===== src/rtl/if_fetch_queue_if.sv =====
`default_nettype none
// ============================================================================
// Module      : if_fetch_queue_if
// Description : Fetch-side buses: instruction-memory port, redirect input and
//               the decode valid/ready handshake.
// Revision    : 1.0
// ============================================================================
interface if_fetch_queue_if;
  logic [31:0] im_pc;
  logic [31:0] im_instr;
  logic        redirect_valid;
  logic [31:0] redirect_pc;
  logic        if_valid;
  logic        if_ready;
  logic [31:0] if_pc;
  logic [31:0] if_instr;
  logic        if_fault;

  modport master (
    output im_pc,
    input  im_instr,
    input  redirect_valid,
    input  redirect_pc,
    output if_valid,
    input  if_ready,
    output if_pc,
    output if_instr,
    output if_fault
  );

  modport slave (
    input  im_pc,
    output im_instr,
    output redirect_valid,
    output redirect_pc,
    input  if_valid,
    output if_ready,
    input  if_pc,
    input  if_instr,
    input  if_fault
  );
endinterface
`default_nettype wire


===== src/rtl/if_fetch_queue.sv =====
`default_nettype none
// ============================================================================
// Module      : if_fetch_queue
// Description : PC owner and instruction-fetch FIFO feeding decode, with
//               stall backpressure and redirect flush/refetch.
// Revision    : 1.0
// ============================================================================
module if_fetch_queue #(
  parameter logic [31:0] RESET_PC = 32'h0000_0000,
  parameter int unsigned DEPTH    = 2,
  parameter int unsigned IM_WORDS = 256
) (
  input  logic           clk,
  input  logic           rst_n,
  if_fetch_queue_if.master bus
);

  localparam int unsigned AW = $clog2(DEPTH);
  localparam logic [AW:0] c_full_count = (AW+1)'(DEPTH);

  logic [31:0]   r_pc;
  logic [AW:0]   r_count;
  logic [AW-1:0] r_rd_ptr;
  logic [AW-1:0] r_wr_ptr;
  logic [31:0]   r_ent_pc    [DEPTH];
  logic [31:0]   r_ent_instr [DEPTH];
  logic          r_ent_fault [DEPTH];

  logic w_deq;
  logic w_fetch;
  logic w_fault;

  assign w_deq   = bus.if_valid & bus.if_ready;
  assign w_fetch = ~bus.redirect_valid & ((r_count != c_full_count) | w_deq);
  assign w_fault = {2'b00, r_pc[31:2]} >= IM_WORDS;

  always_ff @(posedge clk or negedge rst_n) begin
    if (!rst_n) begin
      r_pc        <= RESET_PC;
      r_count     <= '0;
      r_rd_ptr    <= '0;
      r_wr_ptr    <= '0;
      r_ent_pc    <= '{default: '0};
      r_ent_instr <= '{default: '0};
      r_ent_fault <= '{default: 1'b0};
    end else if (bus.redirect_valid) begin
      // Flush wins over any same-cycle fetch; a same-cycle deq was already seen by decode.
      r_pc     <= {bus.redirect_pc[31:2], 2'b00};
      r_count  <= '0;
      r_rd_ptr <= '0;
      r_wr_ptr <= '0;
    end else begin
      if (w_fetch) begin
        r_ent_pc[r_wr_ptr]    <= r_pc;
        r_ent_instr[r_wr_ptr] <= w_fault ? 32'h0 : bus.im_instr;
        r_ent_fault[r_wr_ptr] <= w_fault;
        r_wr_ptr              <= r_wr_ptr + 1'b1;
        r_pc                  <= r_pc + 32'd4;
      end
      if (w_deq) begin
        r_rd_ptr <= r_rd_ptr + 1'b1;
      end
      case ({w_fetch, w_deq})
        2'b10:   r_count <= r_count + 1'b1;
        2'b01:   r_count <= r_count - 1'b1;
        default: r_count <= r_count;
      endcase
    end
  end

  assign bus.im_pc    = r_pc;
  assign bus.if_valid = (r_count != '0);
  assign bus.if_pc    = r_ent_pc[r_rd_ptr];
  assign bus.if_instr = r_ent_instr[r_rd_ptr];
  assign bus.if_fault = r_ent_fault[r_rd_ptr];

endmodule
`default_nettype wire

===== src/flat_wrapper.sv =====
// flat-port wrapper written by rule: the top's interface ports become plain ports
module if_fetch_queue_flat 
#(
  parameter logic [31:0] RESET_PC = 32'h0000_0000,
  parameter int unsigned DEPTH    = 2,
  parameter int unsigned IM_WORDS = 256
)
  (clk, rst_n, bus_im_pc, bus_im_instr, bus_redirect_valid, bus_redirect_pc, bus_if_valid, bus_if_ready, bus_if_pc, bus_if_instr, bus_if_fault);
  if_fetch_queue_if bus_i ();
  input  logic clk;
  input  logic rst_n;
  output wire logic [$bits(bus_i.im_pc)-1:0] bus_im_pc;
  input wire logic [$bits(bus_i.im_instr)-1:0] bus_im_instr;
  input wire logic [$bits(bus_i.redirect_valid)-1:0] bus_redirect_valid;
  input wire logic [$bits(bus_i.redirect_pc)-1:0] bus_redirect_pc;
  output wire logic [$bits(bus_i.if_valid)-1:0] bus_if_valid;
  input wire logic [$bits(bus_i.if_ready)-1:0] bus_if_ready;
  output wire logic [$bits(bus_i.if_pc)-1:0] bus_if_pc;
  output wire logic [$bits(bus_i.if_instr)-1:0] bus_if_instr;
  output wire logic [$bits(bus_i.if_fault)-1:0] bus_if_fault;
  assign bus_im_pc = bus_i.im_pc;
  assign bus_i.im_instr = bus_im_instr;
  assign bus_i.redirect_valid = bus_redirect_valid;
  assign bus_i.redirect_pc = bus_redirect_pc;
  assign bus_if_valid = bus_i.if_valid;
  assign bus_i.if_ready = bus_if_ready;
  assign bus_if_pc = bus_i.if_pc;
  assign bus_if_instr = bus_i.if_instr;
  assign bus_if_fault = bus_i.if_fault;
  if_fetch_queue #(.RESET_PC(RESET_PC), .DEPTH(DEPTH), .IM_WORDS(IM_WORDS)) u_core (.clk(clk), .rst_n(rst_n), .bus(bus_i));
endmodule

===== config.mk =====
export PLATFORM = sky130hd
export DESIGN_NAME = if_fetch_queue_flat
export DESIGN_NICKNAME = d
export VERILOG_FILES = /design/src/rtl/if_fetch_queue_if.sv /design/src/rtl/if_fetch_queue.sv /design/src/flat_wrapper.sv
export SDC_FILE = /design/constraint.sdc
export NUM_CORES = 1
export LEC_CHECK = 0
export BUFFER_PORTS_ARGS = -buffer_cell sky130_fd_sc_hd__buf_2
export CAP_MARGIN = 20
export CORE_MARGIN = 10
export CORE_UTILIZATION = 55
export DETAILED_ROUTE_END_ITERATION = 7
export GPL_TIMING_DRIVEN = 0
export HOLD_SLACK_MARGIN = 0.06
export PLACE_DENSITY = 0.86
export REMOVE_ABC_BUFFERS = 1
export SLEW_MARGIN = 30
export SYNTH_ARGS = -nofsm -noshare
export SYNTH_HDL_FRONTEND = slang
export SYNTH_SLANG_ARGS = --single-unit
export TNS_END_PERCENT = 30

===== constraint.sdc =====
create_clock -name clk -period 2.2 [get_ports clk]
set_input_delay 0.22 -clock clk [delete_from_list [all_inputs] [get_ports clk]]
set_output_delay 0.22 -clock clk [all_outputs]
set_load 0.05 [all_outputs]

==> out/results.ini <==
[drt]
drc = 0
first_pass_iters = 7
routed_wl_mm = 22.7
antenna_left = 0
num_vias = 6370
vias_per_cell = 5.88
drtIter0Drc = 577
wl_per_cell_um = 20.9

[timing]
fin_crit_sh = 0.995
drv_slew = 0
hold_viol = 0
maxClockFrequency_ghz = 0.457
finClkSkew_ns = 0.00910
finalSetupViolCount = 0
slew_headroom = 0.516
holdWs_ns = 0.0717
layout_setup_ws_ns = 0.0104
rsz0062_at_grt = yes
worst_pin_slew_ns = 0.726
fin_crit_ns = 2.19

[grt]
grt_pass1_vias = 6442
grt_max_degree = 72
grt_pass1_wl_mm = 35.3
overflow = 0
track_usage = 0.224
antenna_found_initial = 0

[placed_design]
portBuffers = 159
gp_congestion = 0.782
dp.cells = 982
hpwl_mm = 12.5
preCtsSetupSlack_ns = -0.438

[run]
drv_cap = 0

[clock_tree]
cts_tree = done
cts_max_level = 4
clk_pin_slew_worst_paths_ns = 0.06
clock_latency_ns = 0.43
clk_path_buf_depth = 2
cts_root_buf = clkbuf_16
clock_sinks = 160
cts_buffers = 17

[setup_path]
worst-path-buf-inv = 2
cp_max_fo = 30
startpoint_type = register
worst_ep_arrival_time_ns = 1.97
path_class = register to primary output
crit_start = u_core.r_rd_ptr$_DFFE_PN0P_
cp-end-kind = primary output
timing.rr.start = u_core.bus.im_pc[17]$_DFFE_PN0N_
critical_path.slowest_cell = dfrtp_4
path_cells = buf_12, mux2_2, buf_2
critical_path_required_ns = 1.98
cpPeakStageDelay_ns = 0.67
path_delay_family = flip-flops

[logic_synthesis]
ys_types = 38
yosysWarnings = 0
syn_area_per_cell_sq_um = 11.2
yosys.area.top_type = dfrtp_1
synth_top_area_frac = 0.517
syn_inst = 690
syn_area_sq_um = 7740
synth-seq-cells = 160
synth-seq-area-share = 0.517
ys_top_cells_by_area = dfrtp_1, mux2_2, o31ai_1

[min_path]
min_from = bus_redirect_pc[20]
hp-class = input port to register

[die]
ios = 166
fp.dieW_um = 139
core_sq_um = 13800
die_area_sq_um = 19200
start_util = 0.560
placementRows = 43
fp.dieH_um = 139

[final_layout]
seq_area_sq_um = 4020
layout-drive-gt1-share = 0.434
diodes = 0
final_util = 0.726
final_cell_mix = buf_2, dfrtp_1, mux2_2
layout.nets = 961
layout_commonest_cell = buf_2
fin_cells = 1083
multiInputGateArea_sq_um = 3440
syn2layout_area_growth_pct = 29.7
nFillCells = 913

[power]
total_power_mw = 8.93
p_per_area_nw_per_um2 = 889
ir_drop_mv = 0.834
leakage_nw = 4.67

[outcome]
run_status = complete, no violations

==> worst register-to-register path, delay by kind of cell, from the launching register on <==
kind               cells  cell delay, ns
and+or+nand+nor        2            1.23
DFF                    1            0.48
AOI/OAI and AO/OA      1            0.33
==> report_power, final <==
group          leakage, nW  switching, mW  internal, mW  total, mW
clock network        0.283           1.19          1.78       2.96
logic                 2.39           1.52         0.818       2.34
registers             2.00          0.316          3.32       3.63
total                 4.67           3.02          5.91       8.93
==> routing by layer <==
layer | track usage | wire length [um]
met1 | 0.283 | 9530
met3 | 0.0531 | 1440
met4 | 0.0939 | 548
met2 | 0.360 | 11100
met5 | 0 | 0
==> cell families after synthesis <==
logic type	share of synthesized area
AO/OA/AOI/OAI	0.117
XOR/XNOR	0.0124
adder cells (fa/ha/maj)	0.00323
buffers and inverters	0.0540
flip-flops	0.517
multiplexers	0.172
other	0.000484
AND/OR/NAND/NOR	0.124
==> sequential cells by signal, indices dropped and copies added (netlist names) <==
signal	cells
u_core.r_ent_fault	2
u_core.bus.im_pc	30
u_core.r_wr_ptr	1
u_core.r_count	2
u_core.r_ent_instr	64
u_core.r_ent_pc	60
u_core.r_rd_ptr	1
==> cells in the mapped netlist (all sizes together) <==
cell type  number
dfrtp         160
mux2          118
nand2          60
o31ai          47
inv            38
clkbuf         37
nor2b          33
a31o           32
nor2           24
buf            21
or4            20
a31oi          19
o21ai          19
nand3          13
nand4           8
xor2            8
nor4            5
or3             5
and3            4
a21oi           3
and4            3
xnor2           3
and2            2
ha              2
o211ai          2
conb            1
nor3b           1
or2             1
or3b            1
==> cell type report <==
| class | instances | area share |
|---|---|---|
| clock buffers | 21 | 0.0478 |
| clock inverters | 10 | 0.0110 |
| inverters | 38 | 0.0142 |
| multi-input cells | 442 | 0.342 |
| flip-flops and latches | 160 | 0.400 |
| well taps | 180 | 0.0224 |
| repair buffers | 232 | 0.162 |
==> final timing paths <==
check,slack [ns],depth (start not counted),end
worst max register to register,0.05,3,u_core.r_ent_instr[50]$_DFFE_PN0P_
worst max-delay path,0.01,3,bus_if_instr[25]
max in group asynchronous,1.24,3,u_core.r_rd_ptr$_DFFE_PN0P_
min in group asynchronous,0.27,2,u_core.r_ent_instr[17]$_DFFE_PN0P_
worst min register to register,0.48,2,u_core.r_ent_instr[61]$_DFFE_PN0P_
worst min-delay path,0.07,3,u_core.bus.im_pc[20]$_DFFE_PN0N_
==> repair_timing <==
item	4_1_cts	5_1_grt
gates resized for setup	12	17
pin swaps	5	4
endpoints found under the hold margin	172	0
cloned	4	1
setup endpoints to repair	112	80
hold buffers	56	0
buffers inserted	7	2
==> through the flow <==
| step | setup TNS [ns] | cell area [sq um] |
|---|---|---|
| floorplan | -132.64 | 7480 |
| global placement | -604.59 | 8500 |
| detailed placement | -32.35 | 8680 |
| CTS | -0.0683 | 9960 |
| global route | -0.692 | 10000 |
| finish | 0 | 10000 |
(Power assumes the default switching activity.)
